### src/rtl/router_term_arbiter.sv
// Round-robin arbiter that drains several FWFT input FIFOs into one held output
// register, presented downstream with a pending/pop handshake.
module router_term_arbiter #(
    parameter int pckg_sz = 40,
    parameter int num_in  = 4
) (
    input  logic                          clk,
    input  logic                          reset,
    input  logic [num_in*pckg_sz-1:0]     in_data,
    input  logic [num_in-1:0]             in_pndng,
    output logic [num_in-1:0]             in_pop,
    output logic [pckg_sz-1:0]            out_data,
    output logic                          out_pndng,
    input  logic                          out_popin,
    output logic [$clog2(num_in)-1:0]     grant_id,
    output logic [15:0]                   pkt_cnt
);

    localparam int id_w = $clog2(num_in);

    typedef enum logic [0:0] {
        ST_EMPTY = 1'b0,
        ST_FULL  = 1'b1
    } state_t;

    state_t              state_r;
    logic [id_w-1:0]     rr_ptr_r;
    logic [id_w-1:0]     grant_id_r;
    logic [pckg_sz-1:0]  out_data_r;
    logic                out_pndng_r;
    logic [15:0]         pkt_cnt_r;

    logic [id_w-1:0]     win_s;
    logic [id_w-1:0]     rr_next_s;
    logic [pckg_sz-1:0]  win_data_s;
    logic                any_req_s;
    logic                load_ok_s;
    logic                grant_s;

    // Find the first pending input at or after rr_ptr, wrapping modulo num_in.
    always_comb begin : search_blk
        logic            found_v;
        logic [id_w:0]   idx_v;
        found_v = 1'b0;
        idx_v   = '0;
        win_s   = '0;
        for (int k = 0; k < num_in; k++) begin
            idx_v = {1'b0, rr_ptr_r} + (id_w+1)'(k);
            if (idx_v >= (id_w+1)'(num_in)) begin
                idx_v = idx_v - (id_w+1)'(num_in);
            end else begin
                idx_v = idx_v;
            end
            if (!found_v && in_pndng[idx_v[id_w-1:0]]) begin
                found_v = 1'b1;
                win_s   = idx_v[id_w-1:0];
            end else begin
                found_v = found_v;
            end
        end
    end

    // Grant qualification; reset gates the pop so no FIFO is drained while in reset.
    always_comb begin
        any_req_s  = |in_pndng;
        load_ok_s  = (state_r == ST_EMPTY) || out_popin;
        grant_s    = !reset && load_ok_s && any_req_s;
        win_data_s = in_data[win_s*pckg_sz +: pckg_sz];
        if (win_s == id_w'(num_in - 1)) begin
            rr_next_s = '0;
        end else begin
            rr_next_s = win_s + id_w'(1);
        end
    end

    // One-hot pop toward the winning input.
    always_comb begin
        in_pop = '0;
        if (grant_s) begin
            in_pop[win_s] = 1'b1;
        end else begin
            in_pop = '0;
        end
    end

    // Output register FSM; a pop and a new grant in the same cycle is a pop-through.
    always_ff @(posedge clk) begin
        if (reset) begin
            state_r     <= ST_EMPTY;
            out_pndng_r <= 1'b0;
            out_data_r  <= '0;
            grant_id_r  <= '0;
            rr_ptr_r    <= '0;
            pkt_cnt_r   <= 16'd0;
        end else begin
            case (state_r)
                ST_EMPTY: begin
                    if (grant_s) begin
                        state_r     <= ST_FULL;
                        out_pndng_r <= 1'b1;
                        out_data_r  <= win_data_s;
                        grant_id_r  <= win_s;
                        rr_ptr_r    <= rr_next_s;
                        pkt_cnt_r   <= pkt_cnt_r + 16'd1;
                    end else begin
                        state_r     <= ST_EMPTY;
                        out_pndng_r <= 1'b0;
                    end
                end
                ST_FULL: begin
                    if (grant_s) begin
                        state_r     <= ST_FULL;
                        out_pndng_r <= 1'b1;
                        out_data_r  <= win_data_s;
                        grant_id_r  <= win_s;
                        rr_ptr_r    <= rr_next_s;
                        pkt_cnt_r   <= pkt_cnt_r + 16'd1;
                    end else if (out_popin) begin
                        state_r     <= ST_EMPTY;
                        out_pndng_r <= 1'b0;
                    end else begin
                        state_r     <= ST_FULL;
                        out_pndng_r <= 1'b1;
                    end
                end
                default: begin
                    state_r     <= ST_EMPTY;
                    out_pndng_r <= 1'b0;
                end
            endcase
        end
    end

    assign out_data  = out_data_r;
    assign out_pndng = out_pndng_r;
    assign grant_id  = grant_id_r;
    assign pkt_cnt   = pkt_cnt_r;

endmodule

### config.mk
export PLATFORM = sky130hd
export DESIGN_NAME = router_term_arbiter
export DESIGN_NICKNAME = d
export VERILOG_FILES = /design/src/rtl/router_term_arbiter.sv
export SDC_FILE = /design/constraint.sdc
export NUM_CORES = 1
export LEC_CHECK = 0
export CAP_MARGIN = 40
export CORE_ASPECT_RATIO = 1.25
export CORE_UTILIZATION = 33
export CTS_CLUSTER_DIAMETER = 50
export CTS_CLUSTER_SIZE = 28
export DETAILED_ROUTE_END_ITERATION = 6
export PLACE_DENSITY = 0.82
export SETUP_SLACK_MARGIN = 0.4
export SLEW_MARGIN = 10
export SYNTH_ARGS = -nofsm -noshare
export SYNTH_HDL_FRONTEND = slang
export SYNTH_SLANG_ARGS = --single-unit
### constraint.sdc
create_clock -name clk -period 2.2 [get_ports clk]
set_input_delay 0.55 -clock clk [delete_from_list [all_inputs] [get_ports clk]]
set_output_delay 0.55 -clock clk [all_outputs]
set_load 0.05 [all_outputs]
==> reports/metrics.csv <==
stage,metric,value,unit
cells_and_area,diodes,0,
critical_path,cpPeakStageDelay,0.55,ns
floorplan,initial_core_util,34.6,%
routing,dr.pass1.iters,4,
cells_and_area,finish.net_count,851,
yosys,synth_seq_cells,61,
critical_path,crit_arrival,1.86,ns
sta,timing.hold.ws,0.445,ns
clock_network,numCtsBuffers,9,
placed_design,dp_hpwl,10200,µm
yosys,synth.distinct_cells,31,
floorplan,die_w,94.7,µm
sta,maxSlewViolCount,0,
critical_path,endpoint_kind,output port,
sta,final.period_utilization,109,%
global_routing,grt_first_pass_wirelength,23200,µm
power,powerDensity,715,nW/µm²
sta,worst_pin_slew,0.545,ns
critical_path,crit_fanout,3,
clock_network,cts_buffer_depth,2,
placed_design,place_congestion,0.829,
floorplan,design.die.area,11200,µm²
floorplan,die_h,118,µm
sta,layout_min_cycle_time,2.41,ns
cells_and_area,drive_gt1_share,17.0,%
sta,hold_viol,0,
cells_and_area,areaGrowthSynthToFinish,95.0,%
yosys,synth_top_area_cell,dfxtp_1,
outcome,violations,setup timing,
placed_design,place.port_buffers,229,
global_routing,grt_pass1_vias,4591,
power,p_leak,2.93,nW
global_routing,grt_overflow_total,0,
critical_path,critical_path.top_delay_family,simple AND/OR/NAND/NOR gates,
power,p_total,4.94,mW
yosys,synth_cells,440,
critical_path,worstSetupPathType,input port to output port,
clock_network,clk_pin_slew,0.05,ns
routing,wl_per_cell,18.8,µm
outcome,status,"complete, but fails checks",
sta,setup_viol,5,
critical_path,crit_path_cell_trace,"buf_8, nor2b_4, or4b_4, and2_4, nor3_4, buf_12",
yosys,netlist_area,3550,µm²
global_routing,grt_util_all_layers,26.8,%
cells_and_area,design_area,6910,µm²
yosys,yosys.cell_count.top_type,and3_1,
yosys,yosys_warnings,0,
yosys,synth_edf_count,0,
routing,drt-initial-drc-count,198,
power,ir_drop,335,µV
power,comb_power_share,42.9,%
yosys,synth.avg_cell_area,8.06,µm²
global_routing,grt_antenna_before_repair,0,
yosys,ys_top_cells_by_count,"85 x and3_1, 80 x a211oi_1, 61 x dfxtp_1, 50 x nand2_1, 40 x o31ai_1",
power,power.internal,3.19,mW
flow_run,drv_cap,0,
sta,slew_headroom,63.8,%
placed_design,dpl.cell_count,783,
power,clkPwrFrac,30.2,%
global_routing,grt_max_degree,41,
critical_path,cp_num_buf_inv,2,
power,switchingPower,1.75,mW
yosys,async_flop_share,0,%
yosys,ys.flop_type,dfxtp_1,
routing,final_antenna_net_count,0,
yosys,synth_top_area_share,34.4,%
floorplan,coreArea,10300,µm²
cells_and_area,fill_cells,779,
critical_path,worstPathRequired,1.65,ns
routing,drc,0,
sta,fin_ws,-0.209,ns
clock_network,cts.sinks,61,
floorplan,rows,41,
sta,clock_skew,0.00847,ns
clock_network,hold_buffers,0,
sta,rsz0062_at_grt,yes,
routing,via_per_inst,5.68,
floorplan,io_pins,230,
clock_network,clk-insertion-delay-late,0.33,ns
clock_network,clockRootBuffer,clkbuf_16,
critical_path,cpMaxStageDelayCell,or4b_4,
routing,num_vias,4635,
yosys,synth_fp_nets,608,
sta,fin_setup_tns,-0.714,ns
critical_path,critPathLaunchType,input port,
power,seqPwrFrac,27.0,%
worst_hold_path,holdCritPathClass,flip-flop to flip-flop,
clock_network,cts_tree,yes,
routing,drt_wl_total,15300,µm
sta,fmax,0.415,GHz
cells_and_area,stdcell_count,816,
yosys,seq_area_frac_synth,34.4,%
yosys,netlist_top_cells_area,"dfxtp_1 34%, a211oi_1 17%, and3_1 15%",
power,switching_share,35.5,%
placed_design,dpl_cell_area,6180,µm²
clock_network,cts_max_level,3,
worst min-delay path: stages (launching register included):
cell     delay, ns
dfxtp_1       0.32
nand2_1       0.05
o31ai_1       0.05
final timing paths:
path                      from           end  slack [ns]  depth (start not counted)
setup / recovery   in_pndng[2]     in_pop[3]       -0.21                          6
hold / removal    out_data[11]  out_data[11]        0.44                          2
setup reg to reg   rr_ptr_r[0]   out_data[4]           0                          9
hold reg to reg   out_data[11]  out_data[11]        0.44                          2
stage by stage:
step                setup slack [ns]  utilization (%)
finish                        -0.209             67.4
global route                  -0.243             67.4
CTS                           -0.237             66.4
detailed placement            -0.898             60.2
global placement              -0.853             60.2
floorplan                     -0.446                -
state kept, by name (all words and copies together) (netlist names):
signal / flops
grant_id: 2
pkt_cnt: 16
out_pndng: 1
rr_ptr_r: 2
out_data: 40
layout by cell type, fill, tap and decap left out, drive strengths merged, types with 2 or more instances in the layout:
| cell type | synthesis | routed |
|---|---|---|
| dlygate4sd2 | 0 | 42 |
| nand3 | 5 | 5 |
| a21oi | 2 | 2 |
| nor2 | 18 | 18 |
| xor2 | 11 | 11 |
| or3 | 2 | 2 |
| and3 | 85 | 85 |
| nand4 | 6 | 6 |
| nor4 | 2 | 2 |
| a211oi | 80 | 80 |
| and2 | 2 | 2 |
| clkdlybuf4s15 | 0 | 11 |
| clkbuf | 33 | 18 |
| nor3 | 5 | 5 |
| bufinv | 0 | 2 |
| xnor2 | 3 | 3 |
| dfxtp | 61 | 61 |
| buf | 15 | 53 |
| clkdlybuf4s50 | 0 | 160 |
| clkinvlp | 0 | 2 |
| o31ai | 40 | 40 |
| nand2 | 51 | 51 |
| o21ai | 4 | 4 |
| nor2b | 7 | 7 |
| clkinv | 0 | 2 |
| bufbuf | 0 | 5 |
cell type report:
type | instances | area, µm² | share of cell area (%)
clock buffers | 9 | 225 | 3.26
clock inverters | 6 | 88.8 | 1.28
multi-input cells | 331 | 2280 | 32.9
flip-flops and latches | 61 | 1230 | 17.8
well taps | 129 | 161 | 2.33
repair buffers | 280 | 2930 | 42.4
power groups by stage:
| stage | Sequential, mW | Combinational, mW | Clock [mW] |
|---|---|---|---|
| 6_report | 1.33 | 2.12 | 1.49 |
| 5_1_grt | 1.35 | 2.23 | 1.57 |
| 4_1_cts | 1.33 | 2.07 | 1.51 |
| 3_5_place_dp | 1.35 | 1.93 | 0 |
| 3_3_place_gp | 1.35 | 1.89 | 0 |
| 2_1_floorplan | 1.82 | 0.665 | 0 |
per-layer routing:
| metal | vias to the layer above | global-route usage, % | share of wire (%) |
|---|---|---|---|
| met2 | 237 | 48.6 | 52 |
| met3 | 50 | 5.04 | 7.0 |
| li1 | 2151 | - | - |
| met5 | - | 0 | 0 |
| met1 | 2197 | 29.7 | 37 |
| met4 | 0 | 11.2 | 3.4 |
logic make-up after synthesis:
group,synth area share [%]
fa+ha+maj,0.353
buf+inv,6.53
compound gates,27.2
flops,34.4
simple gates,28.0
xor+xnor,3.46
what timing repair did:
action | CTS | global route
setup endpoints to repair | 123 | 71
resized for setup | 121 | 31
buffers inserted | 5 | 5
gates cloned | 7 | 1
endpoints found under the hold margin | 0 | 0
pin swaps | 30 | 13
No activity file was read; power rests on OpenSTA's default activity.
